==> src/rtl/fxp_var_shifter_pipe.sv <==
// Pipelined signed variable shifter: left shift or arithmetic right shift with optional rounding.
// Define FXP_VSHIFT_SAT_EN to add left-shift overflow detection, saturation and out_sat.
module fxp_var_shifter_pipe #(
    parameter int WIDTH   = 32,
    parameter int SHIFT_W = 32
) (
    input  logic               clk,
    input  logic               rstn,
    input  logic               in_valid,
    output logic               in_ready,
    input  logic [WIDTH-1:0]   in_data,
    input  logic [SHIFT_W-1:0] in_shift,
    input  logic               shift_sign,
    input  logic               in_round,
    output logic               out_valid,
    input  logic               out_ready,
    output logic [WIDTH-1:0]   out_data,
    output logic               out_sat
);
    localparam int NSTG = $clog2(WIDTH);
    // One guard bit below the LSB: right shifts land floor(x / 2^(s-1)) here, so the
    // final rounding step is a halving with the guard bit as carry-in.
    localparam int DW = WIDTH + 1;

    logic            adv;
    logic            big;
    logic [NSTG-1:0] vld_q, vld_d, rgt_q, rgt_d, rnd_q, rnd_d;
    logic [DW-1:0]   dat_q [NSTG];
    logic [DW-1:0]   dat_d [NSTG];
    logic [NSTG-1:0] amt_q [NSTG-1];
    logic [NSTG-1:0] amt_d [NSTG-1];

    // Stage inputs: index 0 is the entry port, index k is the register of stage k-1.
    logic [NSTG-1:0] src_vld, src_rgt, src_rnd;
    logic [DW-1:0]   src_dat [NSTG];
    logic [NSTG-1:0] src_amt [NSTG];
    logic [DW-1:0]   nxt_dat;
    logic [DW-1:0]   last;

`ifdef FXP_VSHIFT_SAT_EN
    logic [NSTG-1:0] ovf_q, ovf_d, neg_q, neg_d;
    logic [NSTG-1:0] src_ovf, src_neg;
    logic            nxt_ovf;

    function automatic logic top_ovf(input logic [WIDTH-1:0] d, input int k);
        logic [WIDTH-1:0] mask;
        mask = ~({WIDTH{1'b1}} >> (2**k + 1));
        return ((d & mask) != '0) && ((d & mask) != mask);
    endfunction
`endif

    assign out_valid = vld_q[NSTG-1];
    assign in_ready  = adv;

    always_comb begin
        adv     = ~vld_q[NSTG-1] | out_ready;
        big     = (in_shift >> NSTG) != '0;
        nxt_dat = '0;

        src_vld[0] = in_valid;
        src_rgt[0] = shift_sign;
        src_rnd[0] = in_round;
        src_amt[0] = in_shift[NSTG-1:0];
        src_dat[0] = {in_data, 1'b0};
        if (big) begin
            src_dat[0] = (shift_sign && !in_round) ? {DW{in_data[WIDTH-1]}} : '0;
        end
`ifdef FXP_VSHIFT_SAT_EN
        nxt_ovf    = 1'b0;
        src_neg[0] = in_data[WIDTH-1];
        src_ovf[0] = big && !shift_sign && (in_data != '0);
`endif
        for (int k = 1; k < NSTG; k++) begin
            src_vld[k] = vld_q[k-1];
            src_rgt[k] = rgt_q[k-1];
            src_rnd[k] = rnd_q[k-1];
            src_dat[k] = dat_q[k-1];
            src_amt[k] = amt_q[k-1];
`ifdef FXP_VSHIFT_SAT_EN
            src_ovf[k] = ovf_q[k-1];
            src_neg[k] = neg_q[k-1];
`endif
        end

        for (int k = 0; k < NSTG; k++) begin
            nxt_dat = src_dat[k];
`ifdef FXP_VSHIFT_SAT_EN
            nxt_ovf = src_ovf[k];
`endif
            if (src_amt[k][k]) begin
                if (src_rgt[k]) begin
                    nxt_dat = $signed(src_dat[k]) >>> (2**k);
                end else begin
                    nxt_dat = src_dat[k] << (2**k);
`ifdef FXP_VSHIFT_SAT_EN
                    if (top_ovf(src_dat[k][DW-1:1], k)) nxt_ovf = 1'b1;
`endif
                end
            end
            if (adv) begin
                vld_d[k] = src_vld[k];
                rgt_d[k] = src_rgt[k];
                rnd_d[k] = src_rnd[k];
                dat_d[k] = nxt_dat;
`ifdef FXP_VSHIFT_SAT_EN
                ovf_d[k] = nxt_ovf;
                neg_d[k] = src_neg[k];
`endif
            end else begin
                vld_d[k] = vld_q[k];
                rgt_d[k] = rgt_q[k];
                rnd_d[k] = rnd_q[k];
                dat_d[k] = dat_q[k];
`ifdef FXP_VSHIFT_SAT_EN
                ovf_d[k] = ovf_q[k];
                neg_d[k] = neg_q[k];
`endif
            end
        end

        for (int k = 0; k < NSTG - 1; k++) begin
            amt_d[k] = adv ? src_amt[k] : amt_q[k];
        end

        last = dat_q[NSTG-1];
        if (rgt_q[NSTG-1] && rnd_q[NSTG-1]) begin
            out_data = last[DW-1:1] + {{(WIDTH-1){1'b0}}, last[0]};
        end else begin
            out_data = last[DW-1:1];
        end
        out_sat = 1'b0;
`ifdef FXP_VSHIFT_SAT_EN
        if (!rgt_q[NSTG-1] && ovf_q[NSTG-1]) begin
            out_sat  = 1'b1;
            out_data = neg_q[NSTG-1] ? {1'b1, {(WIDTH-1){1'b0}}} : {1'b0, {(WIDTH-1){1'b1}}};
        end
`endif
    end

    always_ff @(posedge clk or negedge rstn) begin
        if (!rstn) begin
            vld_q <= '0;
            rgt_q <= '0;
            rnd_q <= '0;
            for (int k = 0; k < NSTG; k++) dat_q[k] <= '0;
            for (int k = 0; k < NSTG - 1; k++) amt_q[k] <= '0;
`ifdef FXP_VSHIFT_SAT_EN
            ovf_q <= '0;
            neg_q <= '0;
`endif
        end else begin
            vld_q <= vld_d;
            rgt_q <= rgt_d;
            rnd_q <= rnd_d;
            for (int k = 0; k < NSTG; k++) dat_q[k] <= dat_d[k];
            for (int k = 0; k < NSTG - 1; k++) amt_q[k] <= amt_d[k];
`ifdef FXP_VSHIFT_SAT_EN
            ovf_q <= ovf_d;
            neg_q <= neg_d;
`endif
        end
    end
endmodule

==> config.mk <==
export PLATFORM = sky130hd
export DESIGN_NAME = fxp_var_shifter_pipe
export DESIGN_NICKNAME = d
export VERILOG_FILES = /design/src/rtl/fxp_var_shifter_pipe.sv
export SDC_FILE = /design/constraint.sdc
export NUM_CORES = 1
export LEC_CHECK = 0
export BUFFER_PORTS_ARGS = -buffer_cell sky130_fd_sc_hd__buf_2
export CAP_MARGIN = 5
export CORE_MARGIN = 3
export CORE_UTILIZATION = 60
export DETAILED_ROUTE_END_ITERATION = 10
export PLACE_DENSITY_LB_ADDON = 0.15
export SETUP_SLACK_MARGIN = 0.4
export SYNTH_ARGS = -nofsm -noshare
export SYNTH_HDL_FRONTEND = slang
export SYNTH_SLANG_ARGS = --single-unit
==> constraint.sdc <==
create_clock -name clk -period 4.7 [get_ports clk]
set_input_delay 0.47 -clock clk [delete_from_list [all_inputs] [get_ports clk]]
set_output_delay 0.47 -clock clk [all_outputs]
set_load 0.05 [all_outputs]
* After elaboration in Yosys (flattened, before gate mapping) *
Cells that the tools add are included.

storage, ports and cells
  register bits = 200
  input bits = 70
  output and inout bits = 35
  word-level logic and storage cells = 32

operators by class
  add/sub/neg operators = 1
  mux-type cells = 13
  bitwise operators = 2
  reductions and logical operators = 4

operator list
  cell                 count
  $mux W33             12
  $add A32 B1 Y32      1
  $mux W32             1
  $reduce_bool A32 Y1  1
  $logic_and A1 B1 Y1  2
  $logic_not A1 Y1     1
  $not A1 Y1           1
  $or A1 B1 Y1         1

* Depth between registers and ports, before layout *
  depth in word-level cells = 6
  depth in mapped cells = 7
  mapped depth without buffers = 6

* Worst setup path after synthesis *
No wires, ideal clock.

  path kind = reg-to-output
  from = register dat_q (netlist bit last[9])
  to = output port out_data[21]
  arrival = 2.222 ns
  data required time = 4.230 ns
  setup slack = 2.008 ns
  stages on the path, launching flop included = 7
  path buffers = 1
  cells stage by stage = dfrtp_1 > buf_2 > nand4_1 > or3_1 > nor4_2 > nand3_1 > xnor2_1

between the ends
  cells in the longest elaborated chain, start to end = 2

ends and longest elaborated chain
  element          RTL line  source
  start, declared  28        logic [DW-1:0] dat_q [NSTG];
  $add A32 B1 Y32  127       out_data = last[DW-1:1] + {{(WIDTH-1){1'b0}}, last[0]};
  $mux W32         126       if (rgt_q[NSTG-1] && rnd_q[NSTG-1]) begin
  end, declared    17        output logic [WIDTH-1:0] out_data,

Every way passes these cells.

* Worst setup path in the final report *
  from = register dat_q (netlist bit last[1])
  to = output port out_data[28]

The elaborated chain is that of the path after synthesis.

==> run_results.csv <==
group,metric,value,unit
placed_design,dp_cells,1505,
final_layout,drive_above_1_share,13.65,%
floorplan,die_width,140.2,um
setup_path,crit_path_max_incr_delay,370,ps
floorplan,pin_count,105,
global_route,grt_busiest_layer,"met2",
yosys,yosysSeqAreaShare,44.01,%
floorplan,dieArea,0.01965,sq mm
power,p_per_area,648.5,mW/mm^2
clock_network,cts-root-buf,"clkbuf_16",
yosys,synthTopCellsByArea,"dfrtp_1 (44%), nand2_1 (10%), mux2i_1 (9.9%)",
global_route,grt_pass1_vias,8526,
setup_path,cpMaxStageDelayCell,"dfrtp_1",
clock_network,post-cts-setup-buffers,0,
global_route,grt_use_total,27.28,%
job,cap_violations,0,
yosys,synth_top_area_share,44.01,%
setup_path,cp.required,4230,ps
routing,firstDrtPassIters,5,
yosys,syn_avg_cell_area,8.514,sq um
setup_path,cp_max_fo,5,
global_route,grt_max_degree,282,
global_route,gr-total-overflow,0,
timing,rsz0062_at_grt,"false",
routing,wl_per_cell,17.16,um
setup_path,crit_chain,"ha_1 -> ha_1 -> and3_1 -> nand4_1 -> nor3_1 -> xor2_1 -> buf_2",
yosys,yosysMostFrequentCell,"nand2_1",
yosys,netlist_instances,1269,
routing,vias_per_cell,5.975,
global_route,use_met1,36.96,%
routing,vias,9177,
power,ir_drop,0.0005635,V
yosys,yosysTopAreaCell,"dfrtp_1",
floorplan,core,0.01748,sq mm
placed_design,gp_congestion,0.8473,
clock_network,ctsLongestPathBuffers,2,
yosys,synth_async_sr_flop_share,100.0,%
global_route,antenna_found_initial,0,
timing,setup_ws,1785,ps
floorplan,placementRows,48,
timing,drv_slew,0,
final_layout,nets,1371,
final_layout,diodes,0,
clock_network,clkTransAtPathRegs,70,ps
clock_network,insertion_delay,430,ps
timing,finalSetupViolCount,0,
yosys,syn_area,0.01080,sq mm
global_route,grtUsageMet2,45.29,%
clock_network,cts_resized,0,
placed_design,dp_slack,2125,ps
clock_network,h-tree-depth,4,
setup_path,crit_family,"simple AND/OR/NAND/NOR gates",
timing,hold-worst-slack,80.19,ps
global_route,grt_use_met3,4.677,%
yosys,ys_types,45,
setup_path,worstPathArrival,2450,ps
yosys,synthFlopType,"dfrtp_1",
setup_path,timing.critical_path.buf_inv,1,
setup_path,start_kind,"register",
timing,tightest_slew,1195,ps
placed_design,io_buffer_count,103,
routing,ant_nets,0,
global_route,grt_first_pass_wirelength,43900,um
placed_design,dpl.hpwl,17800,um
run_status,status,"complete, no violations",
routing,finalWirelength,26360,um
yosys,synth-edff-count,0,
timing,fin_crit,2915,ps
clock_network,cts_tree,"done",
setup_path,cp_common_cell,"ha_1",
power,p_leak,0.005122,uW
clock_network,cts.sinks,190,
setup_path,critical_path_class,"reg2out",
final_layout,fillCellCount,1466,
yosys,yosysWarningCount,0,
yosys,synth_top_cells_by_count,"nand2_1 (294), dfrtp_1 (190), o21ai_0 (181)",
yosys,ys_seq_elements,190,
worst_hold_path,hold_class,"in2async",
timing,setup_tns,0,ps
timing,clock_skew,11.37,ps
routing,drcViolationCount,0,
final_layout,syn2layout_area_growth,9.589,%
floorplan,die_h,140.2,um
clock_network,cts_inserted_buffers,17,
timing,slew_headroom,20.03,%
routing,drtIter0Drc,776,
setup_path,end_kind,"output pin",
timing,final_hold_viol_count,0,
timing,max_freq,343.0,MHz
timing,post-route-period-util,62.02,%
yosys,synth_fp_nets,1341,
floorplan,start_util,61.82,%
final_layout,stdcell_count,1536,
clock_network,hold_buffers,0,
layout make-up:
type / instances / area (sq um) / share of cell area (%)
sequential: 190 / 4755 / 40.16
multi-input combinational: 960 / 5563 / 46.98
clock buffer: 17 / 425.4 / 3.593
tap: 225 / 281.5 / 2.378
timing repair buffer: 119 / 666.9 / 5.632
clock inverter: 14 / 107.6 / 0.9088
inverter: 11 / 41.29 / 0.3487
sequential cells by signal, summed over array words and instances (netlist names):
register and count:
rgt_q 5, vld_q 5, amt_q 10, last 33, dat_q 132, rnd_q 5
through the flow:
stage	power [uW]	cell area, sq um	util, %
4_1_cts	7700	11840	67.75
3_5_place_dp	6356	11310	64.70
6_report	7679	11840	67.75
3_3_place_gp	6242	11310	64.70
2_1_floorplan	5443	10800	-
5_1_grt	8241	11840	67.75
metal layers:
layer / vias up / wire (um)
met2: 277 / 12980
met3: 36 / 1263
met4: 0 / 571
met1: 4322 / 11550
met5: - / 0
li1: 4542 / -
power by group:
group          switching [uW]  internal (uW)  total, uW
combinational            2110           1130       3240
sequential                755           2350       3100
clock                     651            682       1330
total                    3510           4160       7680
final timing paths:
check / startpoint / end / slack, ps / cells past startpoint
max: last[1] / out_data[28] / 1780 / 7
min: rstn / last[12] / 80 / 1
max reg2reg: rgt_q[2] / dat_q[34] / 2210 / 4
min reg2reg: vld_q[3] / vld_q[3] / 470 / 2
max in group asynchronous: rstn / dat_q[122] / 3580 / 2
min in group clk: in_shift[2] / amt_q[17] / 230 / 3
layout by cell type, fill, tap and decap left out, drive strengths merged, types with 2 or more instances in the layout:
cell	count
nand3	23
and2	7
a221oi	23
a22oi	18
buf	119
a21oi	36
and3	4
nand2	294
and4	2
nor3	6
xor2	7
clkinv	7
clkinvlp	3
o41a	14
mux2	2
dfrtp	190
mux2i	107
nor2b	10
clkbuf	17
xnor2	23
a22o	6
nor4	22
or3	2
ha	2
nor2	88
a211oi	9
nand4	11
o211ai	3
inv	15
a31oi	10
o32ai	14
or2	14
o21ai	182
o221ai	16
o31ai	2
logic make-up after synthesis:
group           count (synthesis)  synth area share (%)
simple gates                  484                 18.99
other cells                     1               0.03471
compound gates                334                 19.54
fa+ha+maj                       2                0.2316
mux                           109                 10.12
buf+inv                       119                 4.644
xor+xnor                       30                 2.432
flops                         190                 44.01
No activity file was read; power rests on OpenSTA's default activity.
